**src/rtl/tri_bus_pkg.sv**
```systemverilog
// ----------------------------------------------------------------------------
// tri_bus_pkg
//   Shared definitions for the tri-state bus receiver:
//     - state_e     : receiver FSM encoding (IDLE / SETTLE / CAPTURE)
//     - level_width : width of a FIFO occupancy count for a given depth
//                     (one extra MSB so that "full" is distinguishable from "empty")
// ----------------------------------------------------------------------------
package tri_bus_pkg;

  typedef enum logic [1:0] {
    ST_IDLE    = 2'd0,
    ST_SETTLE  = 2'd1,
    ST_CAPTURE = 2'd2
  } state_e;

  function automatic int level_width(input int depth);
    return $clog2(depth) + 1;
  endfunction

endpackage

```
**src/rtl/tri_bus_reader_sync_fifo.sv**
```systemverilog
// ----------------------------------------------------------------------------
// sync_fifo
//   Single-clock first-word-fall-through FIFO.
//   Ports:
//     clk, rst_n      clock, asynchronous active-low reset
//     i_push, i_wdata write request and data; ignored when full unless a pop
//                     happens in the same cycle
//     i_pop           read request; ignored when empty
//     o_rdata         head word (0 while empty)
//     o_full/o_empty  occupancy flags
//     o_level         occupancy, 0..DEPTH
// ----------------------------------------------------------------------------
module sync_fifo
  import tri_bus_pkg::*;
#(
  parameter int WIDTH = 8,
  parameter int DEPTH = 4,
  parameter int LW    = level_width(DEPTH)
) (
  input  logic             clk,
  input  logic             rst_n,
  input  logic             i_push,
  input  logic [WIDTH-1:0] i_wdata,
  input  logic             i_pop,
  output logic [WIDTH-1:0] o_rdata,
  output logic             o_full,
  output logic             o_empty,
  output logic [LW-1:0]    o_level
);

  localparam int AW = $clog2(DEPTH);

  logic [WIDTH-1:0] r_mem [DEPTH];
  logic [LW-1:0]    r_wr_cnt;
  logic [LW-1:0]    r_rd_cnt;
  logic [LW-1:0]    w_level;
  logic             w_do_pop;
  logic             w_do_push;

  // Counters carry one bit beyond the address; the low bits index memory and
  // wrap modulo DEPTH, the difference is the occupancy.
  assign w_level   = r_wr_cnt - r_rd_cnt;
  assign o_level   = w_level;
  assign o_empty   = (w_level == LW'(0));
  assign o_full    = (w_level == LW'(DEPTH));
  assign w_do_pop  = i_pop & ~o_empty;
  // A full FIFO still accepts a write when the head leaves in the same cycle.
  assign w_do_push = i_push & (~o_full | w_do_pop);
  assign o_rdata   = o_empty ? WIDTH'(0) : r_mem[r_rd_cnt[AW-1:0]];

  // Write/read counters.
  always_ff @(posedge clk or negedge rst_n) begin
    if (!rst_n) begin
      r_wr_cnt <= LW'(0);
      r_rd_cnt <= LW'(0);
    end else begin
      if (w_do_push) begin
        r_wr_cnt <= r_wr_cnt + LW'(1);
      end
      if (w_do_pop) begin
        r_rd_cnt <= r_rd_cnt + LW'(1);
      end
    end
  end

  // Storage array; content is only observable through o_rdata when non-empty.
  always_ff @(posedge clk) begin
    if (w_do_push) begin
      r_mem[r_wr_cnt[AW-1:0]] <= i_wdata;
    end
  end

endmodule

```
**src/rtl/tri_bus_reader.sv**
```systemverilog
// ----------------------------------------------------------------------------
// tri_bus_reader
//   Receive end of a shared tri-state data bus. The bus and its active-low
//   enable are registered; the first SETTLE_CYC registered words of each
//   drive burst are discarded, the rest are written into a FWFT FIFO that
//   drains over a valid/ready interface.
//   Ports:
//     clk, rst_n     clock, asynchronous active-low reset
//     bus_data       bus value, meaningful while bus_en_n = 0
//     bus_en_n       remote driver enable, active low
//     out_data       FIFO head word (0 while empty)
//     out_valid      FIFO not empty
//     out_ready      consumer accepts out_data
//     level          FIFO occupancy
//     overflow       sticky: a captured word was dropped on a full FIFO
//     clr_overflow   synchronous clear of overflow (a new drop wins)
// ----------------------------------------------------------------------------
module tri_bus_reader
  import tri_bus_pkg::*;
#(
  parameter int WIDTH      = 8,
  parameter int DEPTH      = 4,
  parameter int SETTLE_CYC = 1,
  parameter int LW         = level_width(DEPTH)
) (
  input  logic             clk,
  input  logic             rst_n,
  input  logic [WIDTH-1:0] bus_data,
  input  logic             bus_en_n,
  output logic [WIDTH-1:0] out_data,
  output logic             out_valid,
  input  logic             out_ready,
  output logic [LW-1:0]    level,
  output logic             overflow,
  input  logic             clr_overflow
);

  localparam int            CW        = (SETTLE_CYC > 1) ? $clog2(SETTLE_CYC) : 1;
  localparam logic [CW-1:0] CNT_LOAD  = (SETTLE_CYC > 0) ? CW'(SETTLE_CYC - 1) : CW'(0);
  localparam logic          NO_SETTLE = (SETTLE_CYC == 0);

  logic [WIDTH-1:0] r_bus_data_q;
  logic             r_en_q;
  state_e           r_state;
  state_e           w_state_nxt;
  logic [CW-1:0]    r_cnt;
  logic [CW-1:0]    w_cnt_nxt;
  logic             w_push;
  logic             w_pop;
  logic             w_full;
  logic             w_empty;
  logic             w_drop;
  logic             r_overflow;

  // Input register: the enable resets to "not driving" so a reset never
  // fabricates a burst.
  always_ff @(posedge clk or negedge rst_n) begin
    if (!rst_n) begin
      r_bus_data_q <= WIDTH'(0);
      r_en_q       <= 1'b1;
    end else begin
      r_bus_data_q <= bus_data;
      r_en_q       <= bus_en_n;
    end
  end

  // FSM state and settle counter.
  always_ff @(posedge clk or negedge rst_n) begin
    if (!rst_n) begin
      r_state <= ST_IDLE;
      r_cnt   <= CW'(0);
    end else begin
      r_state <= w_state_nxt;
      r_cnt   <= w_cnt_nxt;
    end
  end

  // Next-state and capture decision. The IDLE cycle that sees the enable
  // fall already consumes one settle word; the SETTLE cycle whose counter has
  // reached zero is the first capture, so exactly SETTLE_CYC words are skipped.
  always_comb begin
    w_state_nxt = r_state;
    w_cnt_nxt   = r_cnt;
    w_push      = 1'b0;
    case (r_state)
      ST_IDLE: begin
        if (!r_en_q) begin
          if (NO_SETTLE) begin
            w_state_nxt = ST_CAPTURE;
            w_push      = 1'b1;
          end else begin
            w_state_nxt = ST_SETTLE;
            w_cnt_nxt   = CNT_LOAD;
          end
        end else begin
          w_state_nxt = ST_IDLE;
        end
      end
      ST_SETTLE: begin
        if (r_en_q) begin
          w_state_nxt = ST_IDLE;
        end else if (r_cnt == CW'(0)) begin
          w_state_nxt = ST_CAPTURE;
          w_push      = 1'b1;
        end else begin
          w_cnt_nxt = r_cnt - CW'(1);
        end
      end
      ST_CAPTURE: begin
        if (r_en_q) begin
          w_state_nxt = ST_IDLE;
        end else begin
          w_push = 1'b1;
        end
      end
      default: begin
        w_state_nxt = ST_IDLE;
        w_cnt_nxt   = CW'(0);
      end
    endcase
  end

  assign w_pop  = out_valid & out_ready;
  // A word is lost only when the FIFO is full and nothing leaves this cycle.
  assign w_drop = w_push & w_full & ~w_pop;

  // Sticky overflow flag; a fresh drop beats a simultaneous clear.
  always_ff @(posedge clk or negedge rst_n) begin
    if (!rst_n) begin
      r_overflow <= 1'b0;
    end else if (w_drop) begin
      r_overflow <= 1'b1;
    end else if (clr_overflow) begin
      r_overflow <= 1'b0;
    end else begin
      r_overflow <= r_overflow;
    end
  end

  sync_fifo #(
    .WIDTH (WIDTH),
    .DEPTH (DEPTH),
    .LW    (LW)
  ) u_fifo (
    .clk     (clk),
    .rst_n   (rst_n),
    .i_push  (w_push),
    .i_wdata (r_bus_data_q),
    .i_pop   (w_pop),
    .o_rdata (out_data),
    .o_full  (w_full),
    .o_empty (w_empty),
    .o_level (level)
  );

  assign out_valid = ~w_empty;
  assign overflow  = r_overflow;

endmodule

```
**config.mk**
```make
export PLATFORM = sky130hd
export DESIGN_NAME = tri_bus_reader
export DESIGN_NICKNAME = d
export VERILOG_FILES = /design/src/rtl/tri_bus_pkg.sv /design/src/rtl/tri_bus_reader_sync_fifo.sv /design/src/rtl/tri_bus_reader.sv
export SDC_FILE = /design/constraint.sdc
export NUM_CORES = 1
export LEC_CHECK = 0
export ABC_AREA = 1
export CORE_MARGIN = 2
export CORE_UTILIZATION = 59
export CTS_CLUSTER_SIZE = 16
export DETAILED_ROUTE_END_ITERATION = 12
export PLACE_DENSITY = 0.84
export SYNTH_ARGS = -nofsm -noshare
export SYNTH_HDL_FRONTEND = slang
export SYNTH_SLANG_ARGS = --single-unit
export TNS_END_PERCENT = 20
```
**constraint.sdc**
```tcl
create_clock -name clk -period 6.51 [get_ports clk]
set_clock_uncertainty 0.05 [all_clocks]
set_input_delay 0.651 -clock clk [delete_from_list [all_inputs] [get_ports clk]]
set_output_delay 0.651 -clock clk [all_outputs]
set_load 0.01 [all_outputs]
```
---- After elaboration in Yosys (flattened, before gate mapping) ----
Memories as Yosys holds them, arrays and structs flattened.
Cells that the tools add are included.
storage, ports and cells
  bits in writable memories ............... 32
  register bits ........................... 19
  memories ................................ 1
operators by class
  equal/unequal tests ..................... 7
  muxes and demuxes ....................... 18
  bitwise gates (word level) .............. 10
  add/subtract/negate cells ............... 4
  reduce and logical (&&, ||, !) cells .... 5
memories
  memory        words  width  read ports  clocked after Yosys merged registers in  wr ports  line                            RTL
  u_fifo.r_mem  4      8      1           0                                        1         tri_bus_reader_sync_fifo.sv:33  logic [WIDTH-1:0] r_mem [DEPTH];
operators by type and width
  operator                                                               number
  1-bit 2-to-1 mux                                                       11
  8-bit 2-to-1 mux                                                       1
  3-bit by 1-bit adder with 3-bit output, second input constant          2
  2-bit 2-to-1 mux                                                       3
  2-bit inequality test, second input constant                           3
  2-bit case mux with 3 select lines                                     1
  1-bit AND                                                              5
  1-bit inverter                                                         4
  3-bit equality test, second input constant                             1
  3-bit logical NOT                                                      1
  3-bit inequality test, second input constant                           1
  1-bit case mux with 3 select lines                                     1
  3-bit AND reduction                                                    1
  3-bit subtractor                                                       1
  2-bit by 1-bit equality test with 1-bit output, second input constant  1
  2-bit equality test, second input constant                             1
  2-bit logical NOT                                                      1
  1-bit case mux with 2 select lines                                     1
  2-bit AND reduction                                                    1
  2-bit nonzero test                                                     1
  1-bit OR                                                               1
  1-bit subtractor, second input constant                                1

---- Longest topological paths before layout ----
  word-level depth ........................ 9
  mapped depth ............................ 9

---- Hierarchy ----
Synthesis repeated with hierarchy kept, for this count alone.
unflattened totals
  cells, all modules ...................... 201
  area, all modules ....................... 2192.1 sq um
by module, submodules not included
  module          cells an instance  sequential area each (sq um)  area an instance (sq um)  times used
  sync_fifo       165                1111.1                        1765.4                    1
  tri_bus_reader  36                 301.5                         426.7                     1

---- Worst setup path before layout ----
No wires, ideal clock.
  kind .................................... reg-to-output
  from .................................... register u_fifo.r_wr_cnt[0]
  to ...................................... output port out_data[0]
  cell stages (with the launch flop) ...... 10
  slack ................................... 4196 ps
  data required time ...................... 5809 ps
  arrival time ............................ 1613 ps
  buffers on the path ..................... 1
  cell sequence ........................... dfrtp_1 > inv_1 > ha_1 > fa_1 > nand2_1 > inv_1 > nand3_2 > buf_6 > nand2_1 > inv_1
between the ends
  longest elaborated chain between the ends .. 3
ends and longest elaborated chain
  element                 line                            RTL
  start, declared         tri_bus_reader_sync_fifo.sv:34  logic [LW-1:0] r_wr_cnt;
  start signal, assigned  tri_bus_reader_sync_fifo.sv:58  r_wr_cnt <= r_wr_cnt + LW'(1);
  3-bit subtractor        tri_bus_reader_sync_fifo.sv:42  assign w_level = r_wr_cnt - r_rd_cnt;
  3-bit logical NOT       tri_bus_reader_sync_fifo.sv:44  assign o_empty = (w_level == LW'(0));
  8-bit 2-to-1 mux        tri_bus_reader_sync_fifo.sv:49  assign o_rdata = o_empty ? WIDTH'(0) : r_mem[r_rd_cnt[AW-1:0]];
  end, declared           tri_bus_reader.sv:30            output logic [WIDTH-1:0] out_data,
No other way between the ends.

---- Worst setup path after layout ----
  from .................................... register u_fifo.r_rd_cnt[0]
  to ...................................... output port out_data[2]
between the ends
  longest elaborated chain between the ends .. 3
ends and longest elaborated chain
  element                 line                            RTL
  start, declared         tri_bus_reader_sync_fifo.sv:35  logic [LW-1:0] r_rd_cnt;
  start signal, assigned  tri_bus_reader_sync_fifo.sv:61  r_rd_cnt <= r_rd_cnt + LW'(1);
  3-bit subtractor        tri_bus_reader_sync_fifo.sv:42
  3-bit logical NOT       tri_bus_reader_sync_fifo.sv:44
  8-bit 2-to-1 mux (*)    tri_bus_reader_sync_fifo.sv:49
Every way passes the cells marked *; elsewhere a longest branch is shown, timed or not.

==> flow_metrics.py <==
metrics = {
    "final_layout": {
        "drive_gt1_share_pct": 6.82,
        "nets": 242,
        "fill_cells": 246,
        "final_area_um2": 2480,
        "area_delta_synth_final_pct": 15.6,
        "antenna_cells": 0,
    },
    "routing": {
        "avgViaCountPerCell": 5.05,
        "dr.pass1.iters": 5,
        "antenna_left": 0,
        "wl_per_cell_um": 13.7,
        "drc": 0,
        "wl_um": 3650,
        "vias": 1342,
        "first_iter_violations": 58,
    },
    "cts": {
        "clock_sinks": 50,
        "cts_root_buf": "clkbuf_4",
        "clk_pin_slew_ns": 0.13,
        "htreeDepth": 2,
        "cts_setup_buffers": 0,
        "cts-buffers-inserted": 5,
        "ctsResizeCount": 0,
        "clock_path_buffers": 2,
        "cts_tree": "done",
        "clock_latency_ns": 0.36,
        "cts_hold_buf": 0,
    },
    "synthesis": {
        "syn_area_um2": 2140,
        "yosys.cell_types.count": 19,
        "yosys_register_bits": 50,
        "synth_area_per_cell_um2": 11.1,
        "yosysWarningCount": 0,
        "syn-num-nets": 216,
        "syn_inst": 193,
        "yosysSeqAreaShare_pct": 65.9,
    },
    "die": {
        "die_height_um": 64.3,
        "fp-row-count": 21,
        "die_x_um": 64.3,
        "initial_utilization_pct": 62.7,
        "coreArea_um2": 3420,
        "dieArea_um2": 4130,
        "ios": 26,
    },
    "worst_setup_path": {
        "cp-start-kind": "flip-flop",
        "slowest_delay_ns": 0.62,
        "timing.rr.end": "u_fifo.r_mem[3][1]",
        "worstPathCellList": "ha_1, fa_1, nand2_1, inv_1, nand3_2, nand2_1, inv_1, clkdlybuf4s50_1",
        "crit_required_ns": 5.81,
        "crit_arrival_ns": 2.93,
        "slowest_stage": "dfrtp_1",
        "r2r-start": "u_fifo.r_rd_cnt[0]",
        "endpoint_kind": "primary output",
        "path_class": "reg2out",
        "reg2reg_depth": 7,
        "crit_fanout": 20,
        "reg2reg_slack_ns": 3.63,
    },
    "timing": {
        "rsz0062_at_grt": "false",
        "tns_ns": 0,
        "relSlewSlack_pct": 43.9,
        "period_share_pct": 55.8,
        "final-setup-viol-count": 0,
        "fmax_ghz": 0.275,
        "period_needed_ns": 3.64,
        "hold_viol_final": 0,
        "tightest_slew_ns": 0.839,
        "report.final.slew_viol_count": 0,
    },
    "placement": {
        "gp_congestion": 0.767,
        "portBuffers": 25,
        "hpwl_um": 2580,
        "place_area_um2": 2410,
    },
    "grt": {
        "grt_overflow": 0,
        "grt_max_degree": 21,
        "grt_pass1_vias": 1415,
        "antenna_found_initial": 0,
        "grt.total_usage_pct": 20.4,
        "grt_pass1_wl_um": 6130,
    },
    "hold_path": {
        "worstHoldStart": "r_bus_data_q[4]",
        "min_delay_path_depth": 0,
        "min_to": "u_fifo.r_mem[3][4]",
        "hold_class": "reg2reg",
    },
    "power": {
        "finalPower_w": 0.00113,
        "ir_drop_uv": 307,
        "p_leak_nw": 1.05,
        "cellPowerDensity_nw_per_um2": 455,
    },
    "status": {
        "status": "finished, final reports clean",
    },
    "run": {
        "maxCapViolCount": 0,
    },
}
[cell type report]
class | instances | area (µm²) | area share, %
Clock inverter | 2 | 17.5 | 0.707
Timing Repair Buffer | 25 | 250 | 10.1
Clock buffer | 6 | 51.3 | 2.07
Tap cell | 46 | 57.6 | 2.32
Sequential cell | 50 | 1410 | 57.0
Inverter | 26 | 97.6 | 3.94
Multi-Input combinational cell | 111 | 592 | 23.9
[state kept, by name (all words and copies together) (netlist names)]
| name | cells |
|---|---|
| u_fifo.r_rd_cnt | 3 |
| r_bus_data_q | 8 |
| u_fifo.r_mem | 32 |
| r_en_q | 1 |
| overflow | 1 |
| r_state | 2 |
| u_fifo.r_wr_cnt | 3 |
[metal layers]
metal  up-vias  GRT usage (%)  share of wire [%]
li1        682              -                  -
met1       622           22.4                 39
met2        30           36.8                 55
met3         8           4.75                4.0
met4         0           10.1                2.5
met5         -              0                  0
[worst max-delay path, delay by kind of cell, from the launching register on]
kind	cells	cell delay, ns
flops	1	0.62
simple gates	3	0.52
fa+ha+maj	2	0.83
buf+inv	3	0.60
[where the power goes]
group / leakage (nW) / switching, W / internal, W
clock: 0.0384 / 0.0000937 / 0.0000540
sequential: 0.508 / 0.0000523 / 0.000378
combinational: 0.503 / 0.000298 / 0.000253
[per-stage QoR]
stage               setup WS [ns]  cells  utilization (%)  hold WS (ns)
detailed placement           3.27    258             70.5         0.430
floorplan                    4.20    193                -         0.305
CTS                          2.86    266             72.6         0.462
global route                 2.68    266             72.6         0.485
finish                       2.87    266             72.6         0.462
global placement             3.40    258             70.5         0.414
[cells in the mapped netlist]
cell      count  area, µm²
a21oi_1       2       10.0
buf_2         3       15.0
buf_4         2       15.0
buf_6         1       11.3
dfrtp_1      17        425
dfstp_2       1       26.3
edfxtp_1     32        961
fa_1          1       20.0
ha_1          9        113
inv_1        25       93.8
inv_2         1       3.75
nand2_1      27        101
nand2_2       2       12.5
nand3_1       8       40.0
nand3_2       3       30.0
nor2_1       30        113
o21ai_0      22        110
o21ai_1       5       25.0
xor2_1        2       17.5
[kinds of logic after synthesis]
group                      count (synthesis)  synth area share [%]
DFF                                       50                  65.9
adders and majority gates                 10                  6.19
AOI/OAI and AO/OA                         29                  6.77
xor gates and xnor gates                   2                 0.817
buffers and inverters                     32                  6.48
and+or+nand+nor                           70                  13.8
[cell usage in the layout, fill, tap and decap left out]
| master | synthesis | layout |
|---|---|---|
| edfxtp_1 | 32 | 32 |
| nor2_1 | 30 | 30 |
| nand2_1 | 27 | 27 |
| inv_1 | 25 | 25 |
| clkdlybuf4s50_1 | 0 | 25 |
| o21ai_0 | 22 | 22 |
| dfrtp_1 | 17 | 17 |
| ha_1 | 9 | 9 |
| nand3_1 | 8 | 8 |
| o21ai_1 | 5 | 5 |
| clkbuf_4 | 0 | 5 |
| nand3_2 | 3 | 3 |
| nand2_2 | 2 | 2 |
| xor2_1 | 2 | 2 |
| a21oi_1 | 2 | 2 |
| clkinv_4 | 0 | 2 |
| inv_2 | 1 | 1 |
| fa_1 | 1 | 1 |
| clkbuf_8 | 0 | 1 |
| dfstp_2 | 1 | 1 |
[worst max path at each step]
stage,slack [ns],cells past startpoint,endpoint,startpoint
after floorplan,4.20,9,out_data[0],u_fifo.r_wr_cnt[0]
after detailed placement,3.27,8,out_data[2],u_fifo.r_rd_cnt[0]
final,2.87,8,out_data[2],u_fifo.r_rd_cnt[0]
after CTS,2.86,8,out_data[2],u_fifo.r_rd_cnt[0]
after global routing,2.68,8,out_data[2],u_fifo.r_rd_cnt[0]
after global placement,3.40,8,out_data[2],u_fifo.r_rd_cnt[0]
Power figures use the tool's default switching activity.
